File: src/rtl/key_click_decoder_pkg.sv
`default_nettype none
// ============================================================================
// Module   : key_click_decoder_pkg
// Purpose  : Shared constants for the key front end: state encodings of the
//            click decoder and default window lengths for a 50 MHz clock,
//            plus short simulation windows.
// Revision : 1.0 - initial release
// ============================================================================
package key_click_decoder_pkg;

    // Click decoder state encodings
    localparam logic [0:0] c_st_idle  = 1'b0;
    localparam logic [0:0] c_st_wait2 = 1'b1;

    // Last timer count of each window at 50 MHz
    localparam int unsigned c_win_max_50mhz      = 14_999_999; // 300 ms
    localparam int unsigned c_debounce_max_50mhz = 999_999;    // 20 ms

    // Short windows for simulation
    localparam int unsigned c_win_max_sim      = 9;
    localparam int unsigned c_debounce_max_sim = 4;

endpackage : key_click_decoder_pkg
`default_nettype wire

File: src/rtl/key_click_decoder.sv
`default_nettype none
// ============================================================================
// Module   : key_click_decoder
// Purpose  : Sorts debounced one-cycle key presses into single and double
//            clicks using a fixed window, and keeps a wrapping mode counter
//            (+1 per single click, -1 per double click).
// Ports    : clk          - system clock
//            rst          - asynchronous active-high reset
//            key_flag     - debounced press pulse, one cycle wide
//            single_click - one-cycle pulse, press with no follow-up in window
//            double_click - one-cycle pulse, second press inside window
//            busy         - high while a window is open
//            mode         - wrapping mode counter
// Revision : 1.0 - initial release
// ============================================================================
module key_click_decoder
    import key_click_decoder_pkg::*;
#(
    parameter int unsigned WIN_MAX = c_win_max_50mhz,
    parameter int unsigned CNT_W   = 24,
    parameter int unsigned MODE_W  = 2
) (
    input  logic              clk,
    input  logic              rst,
    input  logic              key_flag,
    output logic              single_click,
    output logic              double_click,
    output logic              busy,
    output logic [MODE_W-1:0] mode
);

    localparam logic [CNT_W-1:0] c_win_max = CNT_W'(WIN_MAX);

    logic [0:0]        r_state;
    logic [CNT_W-1:0]  r_timer;
    logic              r_single;
    logic              r_double;
    logic              r_busy;
    logic [MODE_W-1:0] r_mode;

    logic [0:0]        w_state_nxt;
    logic [CNT_W-1:0]  w_timer_nxt;
    logic              w_single_nxt;
    logic              w_double_nxt;
    logic [MODE_W-1:0] w_mode_nxt;

    // Next-state and next-output logic. A press in WAIT2 is checked before
    // the window expiry so that a press on the last count is a double click.
    always_comb begin
        w_state_nxt  = r_state;
        w_timer_nxt  = r_timer;
        w_single_nxt = 1'b0;
        w_double_nxt = 1'b0;
        w_mode_nxt   = r_mode;
        case (r_state)
            c_st_idle: begin
                if (key_flag) begin
                    w_state_nxt = c_st_wait2;
                    w_timer_nxt = '0;
                end
            end
            c_st_wait2: begin
                if (key_flag) begin
                    w_state_nxt  = c_st_idle;
                    w_timer_nxt  = '0;
                    w_double_nxt = 1'b1;
                    w_mode_nxt   = r_mode - MODE_W'(1);
                end else if (r_timer == c_win_max) begin
                    w_state_nxt  = c_st_idle;
                    w_timer_nxt  = '0;
                    w_single_nxt = 1'b1;
                    w_mode_nxt   = r_mode + MODE_W'(1);
                end else begin
                    w_timer_nxt = r_timer + CNT_W'(1);
                end
            end
            default: begin
                w_state_nxt = c_st_idle;
                w_timer_nxt = '0;
            end
        endcase
    end

    always_ff @(posedge clk or posedge rst) begin
        if (rst) begin
            r_state  <= c_st_idle;
            r_timer  <= '0;
            r_single <= 1'b0;
            r_double <= 1'b0;
            r_busy   <= 1'b0;
            r_mode   <= '0;
        end else begin
            r_state  <= w_state_nxt;
            r_timer  <= w_timer_nxt;
            r_single <= w_single_nxt;
            r_double <= w_double_nxt;
            r_busy   <= (w_state_nxt == c_st_wait2);
            r_mode   <= w_mode_nxt;
        end
    end

    assign single_click = r_single;
    assign double_click = r_double;
    assign busy         = r_busy;
    assign mode         = r_mode;

endmodule : key_click_decoder
`default_nettype wire

File: config.mk
export PLATFORM = sky130hd
export DESIGN_NAME = key_click_decoder
export DESIGN_NICKNAME = d
export VERILOG_FILES = /design/src/rtl/key_click_decoder_pkg.sv /design/src/rtl/key_click_decoder.sv
export SDC_FILE = /design/constraint.sdc
export NUM_CORES = 1
export LEC_CHECK = 0
export BUFFER_PORTS_ARGS = -buffer_cell sky130_fd_sc_hd__buf_2
export CAP_MARGIN = 20
export CORE_MARGIN = 2
export CORE_UTILIZATION = 40
export CTS_BUF_LIST = sky130_fd_sc_hd__clkbuf_16
export CTS_CLUSTER_DIAMETER = 120
export CTS_CLUSTER_SIZE = 20
export DETAILED_ROUTE_END_ITERATION = 6
export GPL_ROUTABILITY_DRIVEN = 0
export HOLD_SLACK_MARGIN = 0.08
export PLACE_DENSITY_LB_ADDON = 0.2
export RECOVER_POWER = 25
export SLEW_MARGIN = 30
export SYNTH_ARGS = -nofsm -noshare
export SYNTH_HDL_FRONTEND = slang
export SYNTH_SLANG_ARGS = --single-unit
File: constraint.sdc
create_clock -name clk -period 3.86 [get_ports clk]
set_input_delay 0.386 -clock clk [delete_from_list [all_inputs] [get_ports clk]]
set_output_delay 0.386 -clock clk [all_outputs]
set_load 0.02 [all_outputs]
### Word-level counts from Yosys, hierarchy flattened

Index checks and enable logic that the tools add are counted.

| storage, ports and cells | value |
|---|---|
| output and inout bits | 5 |
| register bits after elaboration | 29 |
| memory bits (read-only) | 0 |
| bits in latches | 0 |
| RAM bits | 0 |
| word-level logic and storage cells | 27 |
| memories kept | 0 |

| cells by class | value |
|---|---|
| div/mod/pow operators | 0 |
| bitwise operators | 1 |
| magnitude comparators | 0 |
| add/subtract/negate cells | 3 |
| $mul | 0 |
| reductions and logical operators | 2 |
| multiplexer cells | 14 |
| shift operators | 0 |
| eq/ne operators | 2 |

Operator list:

| operator | number |
|---|---|
| $mux W24 | 3 |
| $pmux W24 S2 | 1 |
| $add A24 B1 Y24 const B | 1 |
| $eq A24 B24 Y1 const B | 1 |
| $mux W1 | 7 |
| $mux W2 | 2 |
| $add A2 B1 Y2 const B | 1 |
| $ne A2 B2 Y1 const B | 1 |
| $pmux W1 S2 | 1 |
| $reduce_and A2 Y1 | 1 |
| $reduce_bool A2 Y1 | 1 |
| $sub A2 B1 Y2 const B | 1 |
| $not A1 Y1 | 1 |

### Longest topological paths before layout

| logic depth | value |
|---|---|
| depth after elaboration | 4 |
| depth in mapped cells | 7 |
| gate-level depth less buffers | 6 |

### Worst setup path after synthesis

No wires, ideal clock.

| timing path | value |
|---|---|
| path type | reg2reg |
| start point | register r_timer[3] |
| end point | register r_timer[22] |
| cell stages (with the launch flop) | 8 |
| path buffers | 2 |
| path slack | 1.765 ns |
| data arrival time | 2.026 ns |
| path through | dfrtp_1 buf_2 nand4_1 or4_1 buf_2 or4_4 or3_1 nand3_1 |

| between the ends | value |
|---|---|
| cells in the longest elaborated chain, start to end | 4 |
| elaborated cells on any way between the ends | 5 |
| classes of those cells | 1 x add/sub; 1 x eq/ne; 3 x mux |

RTL lines:

| element | line | text |
|---|---|---|
| start, declared | key_click_decoder.sv:35 | `logic [CNT_W-1:0] r_timer;` |
| start signal, assigned | key_click_decoder.sv:94 | `r_timer <= w_timer_nxt;` |
| $add A24 B1 Y24 or $eq A24 B24 Y1 (tied branches) | key_click_decoder.sv:74, key_click_decoder.sv:68 |  |
| $mux W24 (*) | key_click_decoder.sv:68 | `end else if (r_timer == c_win_max) begin` |
| $mux W24 (*) | key_click_decoder.sv:63 | `if (key_flag) begin` |
| $pmux W24 S2 (*) | key_click_decoder.sv:55 | `case (r_state)` |

Every way passes the cells marked *; elsewhere a longest branch is shown, timed or not.
A chain may end at the register's enable or synchronous reset.

### Worst setup path after layout

| timing path | value |
|---|---|
| start point | register r_timer[2] |
| end point | register r_timer[19] |

The elaborated chain is that of the path after synthesis.

==> results.py <==
metrics = {
    "run_status": {
        "status": "complete, no violations",
    },
    "floorplanning": {
        "core_area_mm2": 0.00391,
        "row_count": 23,
        "pin_count": 8,
        "die_area_mm2": 0.00453,
        "die_w_um": 67.3,
        "start_util_pct": 41.0,
        "die_height_um": 67.3,
    },
    "worst_setup_path": {
        "worst-path-stages": 5,
        "cpLargestDelayFamily": "simple AND/OR/NAND/NOR gates",
        "end_kind": "register",
        "path_common_cell": "nand3_1",
        "reg2reg_depth": 5,
        "worstPathCellList": "nand3_1 > nor4_1 > nand3_1 > or4_1 > nand3_1",
        "cp_max_fo": 6,
        "required_ns": 4.07,
        "slowest_delay_ns": 0.79,
        "cp_data_arrival_time_ns": 2.55,
        "critPathSlowestCell": "nor4_1",
        "critPathLaunchType": "register",
        "cp.buffers_inverters": 0,
        "crit_type": "reg2reg",
    },
    "clock_network": {
        "cts_made_buffers": 5,
        "cts.sinks": 29,
        "cts_buffer_depth": 2,
        "root_buffer": "clkbuf_16",
        "ctsResizeCount": 0,
        "cts_tree": "yes",
        "htree_levels": 2,
        "path_clk_slew_ns": 0.05,
        "cts_setup_buffers": 0,
        "clock_latency_ns": 0.27,
        "postCtsHoldBufs": 0,
    },
    "sta": {
        "max_slew_margin_pct": 25.9,
        "rsz0062_at_grt": "no",
        "fmaxAchievable_mhz": 426,
        "final_hold_viol_count": 0,
        "final.period_utilization_pct": 60.8,
        "tightestPinTransition_ns": 1.11,
        "finClkSkew_ns": 0.00397,
        "setup_tns_ns": 0,
        "slew_violations": 0,
        "period_minus_slack_ns": 2.35,
        "setup_viol_count_final": 0,
    },
    "route": {
        "drt-total-wl_um": 3900,
        "vias_per_cell": 5.87,
        "vias": 1443,
        "routedWlPerCell_um": 15.8,
        "drt_pass1_iterations": 4,
        "post-route-drc-count": 0,
        "initialDrtViolationCount": 86,
        "detail-route-antenna-nets": 0,
    },
    "synth": {
        "async_flop_share_pct": 100,
        "mappedNetlistArea_mm2": 0.00160,
        "synth_area_leaders": "dfrtp_1, nand2_1, nand3_1, o21ai_0, a21oi_1",
        "yosys_warnings": 0,
        "syn_avg_cell_area_um2": 8.44,
        "synth_top_area_share_pct": 45.3,
        "synthFlopType": "dfrtp_1",
        "synthCells": 190,
        "syn_nets": 194,
        "synth-edff-count": 0,
        "synth_top_area_cell": "dfrtp_1",
        "ys_types": 41,
        "ys_seq_area_share_pct": 45.3,
        "yosys_register_bits": 29,
    },
    "min_path": {
        "hp-class": "in2async",
    },
    "placement": {
        "place_inst": 239,
        "dpl.hpwl_um": 2640,
        "post_dp_cell_area_mm2": 0.00167,
        "portBuffers": 7,
    },
    "final_layout": {
        "seq_area_um2": 726,
        "drive_above_1_share_pct": 10.7,
        "layout_commonest_cell": "dfrtp_1",
        "multi_input_area_um2": 787,
        "area_delta_synth_final_pct": 12.7,
        "layout_common_cells": "dfrtp_1, nand2_1, nand3_1",
        "fin_cells": 246,
        "antenna_cells": 0,
        "nets": 200,
        "postLayoutCellArea_mm2": 0.00181,
        "fillers": 396,
    },
    "global_routing": {
        "first_global_vias": 1396,
        "grt_max_degree": 30,
        "grt-ovfl-total": 0,
        "antenna_found_initial": 0,
        "grt_pass1_wl_um": 6710,
        "grtUsageTotal_pct": 20.0,
    },
    "power": {
        "p_int_mw": 0.584,
        "p_sw_share_pct": 26.5,
        "power_frac_seq_pct": 42.8,
        "power_frac_comb_pct": 12.5,
        "vdd_drop_max_mv": 0.253,
        "switchingPower_mw": 0.211,
        "clkPwrFrac_pct": 44.6,
        "p_per_area_mw_per_mm2": 440,
        "power_leakage_nw": 0.742,
    },
    "job": {
        "cap_viol_max_count": 0,
    },
}
-- final cells by class --
| class | instances | area share, % |
|---|---|---|
| Sequential cell | 29 | 40.2 |
| Inverter | 13 | 2.70 |
| Tap cell | 50 | 3.46 |
| Multi-Input combinational cell | 138 | 43.6 |
| Clock inverter | 2 | 0.416 |
| Timing Repair Buffer | 9 | 2.77 |
| Clock buffer | 5 | 6.93 |
-- through the flow --
step	power (mW)	util (%)	hold WS (ns)	setup WS [ns]
floorplan	0.410	-	0.464	1.77
global placement	0.440	42.8	0.452	1.61
detailed placement	0.445	42.8	0.460	1.55
CTS	0.804	46.2	0.213	1.54
global route	0.828	46.2	0.421	1.23
finish	0.794	46.2	0.393	1.51
-- layer usage --
metal	up-vias	wire, um	GRT usage (%)
li1	695	-	-
met3	5	186	5.33
met4	0	58	9.18
met2	45	1860	31.9
met5	-	0	0
met1	698	1790	25.4
-- registers in the layout, summed over array words and instances (netlist names) --
signal        cells
double_click      1
mode              2
busy              1
r_timer          24
single_click      1
-- kinds of logic after synthesis --
logic type                 synth area share, %
DFF                                       45.3
muxes                                    0.625
xor gates and xnor gates                  1.64
and+or+nand+nor                           31.0
adders and majority gates                0.781
AOI/OAI and AO/OA                         15.1
buffers and inverters                     5.62
-- worst paths after layout --
check	start	slack (ns)	to
max in group asynchronous	rst	2.80	r_timer[22]
setup / recovery	r_timer[2]	1.51	r_timer[19]
setup reg to reg	r_timer[2]	1.51	r_timer[19]
hold reg to reg	mode[1]	0.47	mode[1]
min in group clk	key_flag	0.41	r_timer[6]
hold / removal	rst	0.39	double_click
-- power by group through the flow --
stage	clock [mW]	sequential [mW]	combinational, mW
2_1_floorplan	0	0.355	0.0551
3_3_place_gp	0	0.343	0.0970
3_5_place_dp	0	0.345	0.101
4_1_cts	0.363	0.340	0.101
5_1_grt	0.378	0.342	0.108
6_report	0.355	0.340	0.0996
-- cells in the mapped netlist (2+ instances only) --
cell      count
a31oi_1       3
nor3_1        4
o21ai_0      15
nor4_1        3
nand4_1       9
and2_1        2
or3_1         8
dfrtp_1      29
or3_2         2
nor2_1        9
xor2_1        3
or4_1         3
buf_2         2
clkbuf_1      7
nand3_1      16
inv_1        13
nand2_1      25
and4_1        2
a21oi_1      13
No activity file was read; power rests on OpenSTA's default activity.
